<file path="config.mk">
export PLATFORM = sky130hd
export DESIGN_NAME = sprite_compositor
export DESIGN_NICKNAME = d
export VERILOG_FILES = /design/src/rtl/sprite_compositor.sv
export SDC_FILE = /design/constraint.sdc
export NUM_CORES = 1
export LEC_CHECK = 0
export BUFFER_PORTS_ARGS = -buffer_cell sky130_fd_sc_hd__buf_2
export CAP_MARGIN = 20
export CORE_MARGIN = 2
export CORE_UTILIZATION = 45
export CTS_CLUSTER_SIZE = 14
export DETAILED_ROUTE_END_ITERATION = 8
export GPL_TIMING_DRIVEN = 0
export PLACE_DENSITY = 0.64
export SLEW_MARGIN = 20
export SYNTH_ARGS = -nofsm -noshare
export SYNTH_HDL_FRONTEND = slang
export SYNTH_SLANG_ARGS = --single-unit
</file>
<file path="constraint.sdc">
create_clock -name clk -period 4.91 [get_ports clk]
set_input_delay 0.7365 -clock clk [delete_from_list [all_inputs] [get_ports clk]]
set_output_delay 0.7365 -clock clk [all_outputs]
set_load 0.005 [all_outputs]
</file>
<file path="src/rtl/sprite_compositor.sv">
// sprite_compositor: overlays one 8x8 monochrome hardware sprite (x1/x2/x4
// scaled) on a pixel stream. Position, colour and control are double-buffered
// (host writes go to staging, staging is copied to active at vsync), while the
// bitmap is written directly. One bitmap row is latched per line at hsync, so
// the per-pixel path only needs a horizontal range test and a bit select.
module sprite_compositor #(
  parameter int V_TOTAL = 525
) (
  input  logic       clk,
  input  logic       rst_n,
  input  logic [9:0] pix_x,
  input  logic [9:0] pix_y,
  input  logic       visible,
  input  logic       hsync_in,
  input  logic       vsync_in,
  input  logic [5:0] bg_rgb,
  input  logic       cfg_we,
  input  logic [4:0] cfg_addr,
  input  logic [7:0] cfg_wdata,
  output logic [5:0] rgb_out,
  output logic       hsync_out,
  output logic       vsync_out,
  output logic       collision,
  output logic       frame_irq
);

  localparam logic [9:0] LAST_LINE = 10'(V_TOTAL - 1);

  // Scale code to shift amount: 00 -> x1, 01 -> x2, 10/11 -> x4.
  function automatic logic [1:0] scale_shift(input logic [1:0] scl);
    return (scl == 2'b00) ? 2'd0 : (scl == 2'b01) ? 2'd1 : 2'd2;
  endfunction

  // Sprite edge length in pixels for a given shift (8, 16 or 32).
  function automatic logic [9:0] footprint(input logic [1:0] sh);
    return 10'd8 << sh;
  endfunction

  // Range test with an extra borrow bit, so a position "before" the origin
  // never aliases into the sprite by 10-bit wrap-around.
  function automatic logic span_hit(input logic [9:0] pos,
                                    input logic [9:0] org,
                                    input logic [1:0] sh);
    logic [10:0] diff;
    diff = {1'b0, pos} - {1'b0, org};
    return !diff[10] && (diff[9:0] < footprint(sh));
  endfunction

  // Staging (host-visible) and active (display) sprite attributes
  logic [9:0]      stg_x_q, stg_x_d, stg_y_q, stg_y_d;
  logic [5:0]      stg_col_q, stg_col_d;
  logic            stg_en_q, stg_en_d;
  logic [1:0]      stg_scl_q, stg_scl_d;
  logic [9:0]      act_x_q, act_x_d, act_y_q, act_y_d;
  logic [5:0]      act_col_q, act_col_d;
  logic            act_en_q, act_en_d;
  logic [1:0]      act_scl_q, act_scl_d;
  logic [7:0][7:0] bitmap_q, bitmap_d;

  // Per-line latched row
  logic [7:0]      row_q, row_d;
  logic            row_hit_q, row_hit_d;

  // Output stage
  logic [5:0]      rgb_q, rgb_d;
  logic            hsync_out_q, hsync_out_d;
  logic            vsync_out_q, vsync_out_d;
  logic            collision_q, collision_d;
  logic            frame_irq_q, frame_irq_d;

  // Combinational helpers
  logic            vs_rise, hs_rise, coll_clr, opaque;
  logic [1:0]      act_sh;
  logic [9:0]      next_y, dy, dx;
  logic [2:0]      row_idx, bit_idx;

  // The delayed sync outputs double as the registered copies for edge detect.
  assign vs_rise  = vsync_in & ~vsync_out_q;
  assign hs_rise  = hsync_in & ~hsync_out_q;
  assign coll_clr = cfg_we && (cfg_addr == 5'd6) && cfg_wdata[0];
  assign act_sh   = scale_shift(act_scl_q);

  assign next_y   = (pix_y == LAST_LINE) ? 10'd0 : pix_y + 10'd1;
  assign dy       = next_y - act_y_q;
  assign row_idx  = 3'(dy >> act_sh);

  assign dx       = pix_x - act_x_q;
  assign bit_idx  = 3'd7 - 3'(dx >> act_sh);
  assign opaque   = act_en_q && row_hit_q && visible &&
                    span_hit(pix_x, act_x_q, act_sh) && row_q[bit_idx];

  // Host writes into staging/bitmap; staging-to-active copy on vsync rise.
  // Both read the pre-edge staging value, so a write landing on the copy
  // cycle only reaches active at the following frame.
  always_comb begin
    stg_x_d   = stg_x_q;
    stg_y_d   = stg_y_q;
    stg_col_d = stg_col_q;
    stg_en_d  = stg_en_q;
    stg_scl_d = stg_scl_q;
    act_x_d   = act_x_q;
    act_y_d   = act_y_q;
    act_col_d = act_col_q;
    act_en_d  = act_en_q;
    act_scl_d = act_scl_q;
    bitmap_d  = bitmap_q;
    if (vs_rise) begin
      act_x_d   = stg_x_q;
      act_y_d   = stg_y_q;
      act_col_d = stg_col_q;
      act_en_d  = stg_en_q;
      act_scl_d = stg_scl_q;
    end
    if (cfg_we) begin
      case (cfg_addr)
        5'd0: stg_x_d[7:0] = cfg_wdata;
        5'd1: stg_x_d[9:8] = cfg_wdata[1:0];
        5'd2: stg_y_d[7:0] = cfg_wdata;
        5'd3: stg_y_d[9:8] = cfg_wdata[1:0];
        5'd4: stg_col_d    = cfg_wdata[5:0];
        5'd5: begin
          stg_en_d  = cfg_wdata[0];
          stg_scl_d = cfg_wdata[2:1];
        end
        5'd8, 5'd9, 5'd10, 5'd11, 5'd12, 5'd13, 5'd14, 5'd15:
          bitmap_d[cfg_addr[2:0]] = cfg_wdata;
        default: ;
      endcase
    end
  end

  // At each line start, fetch the bitmap row for the upcoming line.
  always_comb begin
    row_d     = row_q;
    row_hit_d = row_hit_q;
    if (hs_rise) begin
      row_hit_d = span_hit(next_y, act_y_q, act_sh);
      row_d     = bitmap_q[row_idx];
    end
  end

  // Pixel mux, sync delay, sticky collision (set beats clear) and frame pulse.
  always_comb begin
    if (opaque)       rgb_d = act_col_q;
    else if (visible) rgb_d = bg_rgb;
    else              rgb_d = 6'd0;
    hsync_out_d = hsync_in;
    vsync_out_d = vsync_in;
    frame_irq_d = vs_rise;
    collision_d = collision_q;
    if (coll_clr) collision_d = 1'b0;
    if (opaque && (bg_rgb != 6'd0)) collision_d = 1'b1;
  end

  // State and output registers with synchronous active-low reset.
  always_ff @(posedge clk) begin
    if (!rst_n) begin
      stg_x_q     <= '0;
      stg_y_q     <= '0;
      stg_col_q   <= '0;
      stg_en_q    <= 1'b0;
      stg_scl_q   <= '0;
      act_x_q     <= '0;
      act_y_q     <= '0;
      act_col_q   <= '0;
      act_en_q    <= 1'b0;
      act_scl_q   <= '0;
      bitmap_q    <= '0;
      row_q       <= '0;
      row_hit_q   <= 1'b0;
      rgb_q       <= '0;
      hsync_out_q <= 1'b0;
      vsync_out_q <= 1'b0;
      collision_q <= 1'b0;
      frame_irq_q <= 1'b0;
    end else begin
      stg_x_q     <= stg_x_d;
      stg_y_q     <= stg_y_d;
      stg_col_q   <= stg_col_d;
      stg_en_q    <= stg_en_d;
      stg_scl_q   <= stg_scl_d;
      act_x_q     <= act_x_d;
      act_y_q     <= act_y_d;
      act_col_q   <= act_col_d;
      act_en_q    <= act_en_d;
      act_scl_q   <= act_scl_d;
      bitmap_q    <= bitmap_d;
      row_q       <= row_d;
      row_hit_q   <= row_hit_d;
      rgb_q       <= rgb_d;
      hsync_out_q <= hsync_out_d;
      vsync_out_q <= vsync_out_d;
      collision_q <= collision_d;
      frame_irq_q <= frame_irq_d;
    end
  end

  assign rgb_out   = rgb_q;
  assign hsync_out = hsync_out_q;
  assign vsync_out = vsync_out_q;
  assign collision = collision_q;
  assign frame_irq = frame_irq_q;

endmodule

</file>
# Word level (Yosys, flattened, before mapping)

Index checks and enable logic that the tools add are counted.

Add/subtract/negate cells: 6
Order comparisons: 6
Equality and inequality tests: 16
Shift-type cells: 3
Multiplexer cells: 14
Bitwise operators: 4
Reductions and logical operators: 24

Operators with widths:

| kind                                                                          | count |
|---|---|
| 64-bit bitwise mux                                                            | 1 |
| 5-bit by 4-bit == test with 1-bit output (second input constant)              | 8 |
| 8-bit binary-select mux with 3-bit select                                     | 1 |
| 8-bit demux with 3-bit select                                                 | 1 |
| 10-bit by 10-bit subtractor with 11-bit output                                | 2 |
| 10-bit less-than comparator                                                   | 2 |
| 10-bit by 2-bit >> shifter with 3-bit output                                  | 2 |
| 10-bit subtractor                                                             | 2 |
| 8-bit 2-to-1 mux                                                              | 2 |
| 5-bit by 3-bit == test with 1-bit output (second input constant)              | 3 |
| 2-bit AND reduction                                                           | 7 |
| 3-bit by 4-bit less-than comparator with 1-bit output (second input constant) | 3 |
| 6-bit 2-to-1 mux                                                              | 2 |
| 10-bit by 1-bit adder with 10-bit output (second input constant)              | 1 |
| 10-bit == test (second input constant)                                        | 1 |
| 5-bit by 2-bit == test with 1-bit output (second input constant)              | 2 |
| 1-bit logical AND                                                             | 10 |
| 10-bit 2-to-1 mux                                                             | 1 |
| 4-bit by 2-bit left shift with 10-bit output (first input constant)           | 1 |
| 8-bit OR reduction                                                            | 1 |
| 6-bit nonzero test                                                            | 1 |
| 5-bit by 1-bit == test with 1-bit output (second input constant)              | 1 |
| 5-bit zero test                                                               | 1 |
| 2-bit 2-to-1 mux                                                              | 2 |
| other kinds (10)                                                              | 15 |

Register bits: 141
Input port bits: 45
Logic and storage cells: 100

# Depth between registers and ports, before layout

Depth after elaboration: 10
Depth in mapped cells: 18

# Least setup slack after synthesis

No wires, ideal clock.

Path type: input to register
Start point: input pix_y[3]
End point: register row_q[4]
Library setup time: 0.118 ns
Arrival time: 3.627 ns
Required time: 4.792 ns
Slack: 1.165 ns
Stages on the path: 15
Path buffers: 1
Path through: and2_1 nand4_1 nor4_1 or2_2 ha_1 fa_1 nor2b_1 o21ai_0 nand2b_1 xnor2_1 a32oi_1 buf_2 mux2_2 o22ai_1 nor2_1

Word-level cells in the longest chain between the ends: 6
Elaborated cells between the ends (all ways): 7
Those cells by class: 2 x add/sub; 1 x eq/ne; 1 x shift; 3 x mux

RTL lines:

| what                                                                       | RTL line | source |
|---|---|---|
| start: declaration                                                         | 12       | `input logic [9:0] pix_y,` |
| 10-bit by 1-bit adder with 10-bit output or 10-bit == test (tied branches) | 83       | `assign next_y = (pix_y == LAST_LINE) ? 10'd0 : pix_y + 10'd1;` |
| 10-bit 2-to-1 mux *                                                        | 83       |  |
| 10-bit subtractor *                                                        | 84       | `assign dy = next_y - act_y_q;` |
| 10-bit by 2-bit >> shifter with 3-bit output *                             | 85       | `assign row_idx = 3'(dy >> act_sh);` |
| 8-bit binary-select mux with 3-bit select *                                | 138      | `row_d = bitmap_q[row_idx];` |
| 8-bit 2-to-1 mux (not written as such) *                                   | 138      |  |
| end signal: assignment                                                     | 188      | `row_q <= row_d;` |
| end: declaration                                                           | 61       | `logic [7:0] row_q, row_d;` |

Mark *: on every way between the ends. The rest lies on a longest branch, timed or not. The select of a mux whose other input is x is not followed.
A chain may end at the register's enable or synchronous reset.

# Final worst setup path

Start point: input pix_y[0]
End point: register row_q[4]

The elaborated chain is that of the path after synthesis.

==> results.toml <==
[grt]
grt_overflow_total = 0
antenna_found_initial = 0
grt_pass1_wl_um = 27250
first_global_vias = 5315
grt_max_degree = 17
grt_usage_pct = 21.04

[sta]
setup_viol = 0
setup_tns_ns = 0
finalClockSkew_ns = 0.008794
period_share_pct = 92.75
drv_slew = 0
slew_headroom_pct = 34.44
timing.fmax_ghz = 0.2196
hold_viol_final = 0
rsz0062_at_grt = "no"
worst_pin_slew_ns = 0.9745
setup_slack_ns = 0.3559
post-route-min-period_ns = 4.554

[clocking]
h-tree-depth = 4
cts_resized = 0
cts_root_buf = "clkbuf_16"
cts_tree = "done"
post_cts_buffers = 0
clk_path_buf_depth = 2
cts.clk_slew.worst_paths_ns = 0.05
cts_sinks = 141
hold_buffers = 0
clock_latency_ns = 0.43
cts_made_buffers = 17

[drt]
ant_nets = 0
wl_per_cell_um = 15.62
wl_um = 16630
vias_per_cell = 5.061
via_count = 5390
drtPass1Iterations = 4
drc = 0
drt_iter0_markers = 197

[placed_design]
dp.final_hpwl_um = 12020
pre_cts_ws_ns = 0.03089
place_congestion = 0.8397
port_buffers = 50

[floorplan]
coreArea_sq_um = 15770
fp.dieH_um = 130.7
chipWidth_um = 130.7
ios = 55
start_util_pct = 45.77
rows = 46
die_area_sq_um = 17070

[logic_synthesis]
netlist_top_cells_area = "dfxtp_1 39%, mux2i_1 14%, nor2b_1 8.8%"
synth.avg_cell_area_sq_um = 9.399
synth-async-reset-ratio_pct = 0
synth-warning-count = 0
synthCells = 768
synth_top_cell_by_area = "dfxtp_1"
synth_area_sq_um = 7218
synth_top_area_share_pct = 39.11
ys.flop_type = "dfxtp_1"
synth_edf_count = 0
ys_seq_area_share_pct = 39.11
yosysUniqueCellTypes = 54
synth.ff_latch_count = 141

[critical_path]
arrival_ns = 4.86
critPathKind = "input pin to flip-flop"
cp-start-kind = "input pin"
crit_fanout = 10
worst_setup_path_end_kind = "flip-flop"
cp_data_required_time_ns = 5.22

[power_and_ir_drop]
leakage_nw = 3.334
peakVddDrop_mv = 0.2962
powerDensity_nw_per_um2 = 320.3
totalPowerFinal_mw = 2.660

[cells_and_area]
drive_gt1_share_pct = 13.19
mostFrequentLayoutCell = "dfxtp_1"
antenna_cells = 0
fillCellCount = 1553
layout_common_cells = "141 x dfxtp_1, 103 x nand2_1, 101 x nor2b_1, 101 x mux2i_1, 54 x buf_2"
final_nets = 915
area_growth_pct = 15.05

[hold_path]
hp-class = "flip-flop to flip-flop"

[run_status]
outcome = "completed"

[flow_run]
maxCapViolCount = 0
-- critical path, cell delays in order --
cell and delay, ns:
buf_2 0.14, inv_1 0.06, ha_1 0.16, nand4_1 0.08
nor4_1 0.75, or2_2 0.25, ha_1 0.18, fa_1 0.23
nor2b_1 0.05, o21ai_0 0.13, nand2b_1 0.11, xnor2_1 0.16
a32oi_1 0.70, buf_2 0.41, mux2_2 0.38, o22ai_1 0.26
nor2_1 0.08
-- flip-flops by register name, summed over array words and instances (netlist names), 8 cells and up --
name / cells
act_y_q: 10
act_x_q: 10
stg_y_q: 10
bitmap_q: 64
stg_x_q: 10
row_q: 8
-- report_power, final --
group | switching (mW) | internal, mW | leakage [nW] | total, mW
registers | 0.00702 | 1.16 | 1.14 | 1.17
logic | 0.160 | 0.117 | 1.92 | 0.277
clock network | 0.462 | 0.754 | 0.274 | 1.22
total | 0.629 | 2.03 | 3.33 | 2.66
-- cell families (layout without fill, tap and decap cells) --
| family | Yosys count | count (layout) | share of synthesized area [%] |
|---|---|---|---|
| AO/OA/AOI/OAI | 102 | 102 | 10.23 |
| XOR/XNOR | 17 | 17 | 2.063 |
| adder cells (fa/ha/maj) | 32 | 32 | 5.755 |
| buffers and inverters | 74 | 154 | 3.917 |
| flip-flops | 141 | 141 | 39.11 |
| multiplexers | 126 | 126 | 19.15 |
| other | 1 | 2 | 0.05195 |
| AND/OR/NAND/NOR | 275 | 275 | 19.73 |
-- synthesized netlist by cell type, types with 6 or more instances --
| master | instances |
|---|---|
| nand3_1 | 12 |
| a21oi_1 | 11 |
| mux2_2 | 17 |
| nand4_1 | 6 |
| o21a_1 | 8 |
| nand2b_1 | 8 |
| mux2i_1 | 101 |
| o221ai_1 | 8 |
| xnor2_1 | 13 |
| o22ai_1 | 10 |
| dfxtp_1 | 141 |
| nor2b_1 | 101 |
| mux4_2 | 8 |
| inv_1 | 29 |
| ha_1 | 30 |
| o21ai_0 | 10 |
| nor2_1 | 22 |
| clkbuf_1 | 35 |
| a21boi_0 | 36 |
| nand2_1 | 103 |
-- metal layers --
layer  vias to the layer above  track usage, %  part of all wire, %
li1                       2778               -                    -
met1                      2515           27.23                   48
met2                        77           34.87                   47
met3                        20           4.601                  2.9
met4                         0           7.322                  1.7
met5                         -               0                    0
-- through the flow --
step / util, % / hold slack (ns) / instance area (sq um) / std cells
floorplan: - / 0.4382 / 7222 / 769
global placement: 49.10 / 0.4522 / 7742 / 1035
finish: 52.66 / 0.4600 / 8304 / 1065
CTS: 52.66 / 0.4652 / 8304 / 1065
detailed placement: 49.10 / 0.4553 / 7742 / 1035
global route: 52.66 / 0.4874 / 8304 / 1065
-- layout make-up --
cell class                 count  area [sq um]  area share (%)
timing repair buffer          50         250.2           3.013
multi-input combinational    554          4116           49.57
buffer                        43         166.4           2.004
inverter                      31         116.4           1.401
clock buffer                  24         501.7           6.042
sequential                   141          2823           33.99
clock inverter                 6         60.06          0.7232
tap                          216         270.3           3.254
-- worst paths after layout --
kind / start / to / slack (ns) / depth (start not counted)
hold reg to reg: stg_y_q[0] / act_y_q[0] / 0.46 / 2
setup reg to reg: act_y_q[0] / row_q[4] / 1.55 / 9
setup / recovery: pix_y[0] / row_q[4] / 0.36 / 17
hold / removal: stg_y_q[0] / act_y_q[0] / 0.46 / 2
Power figures use the tool's default switching activity.
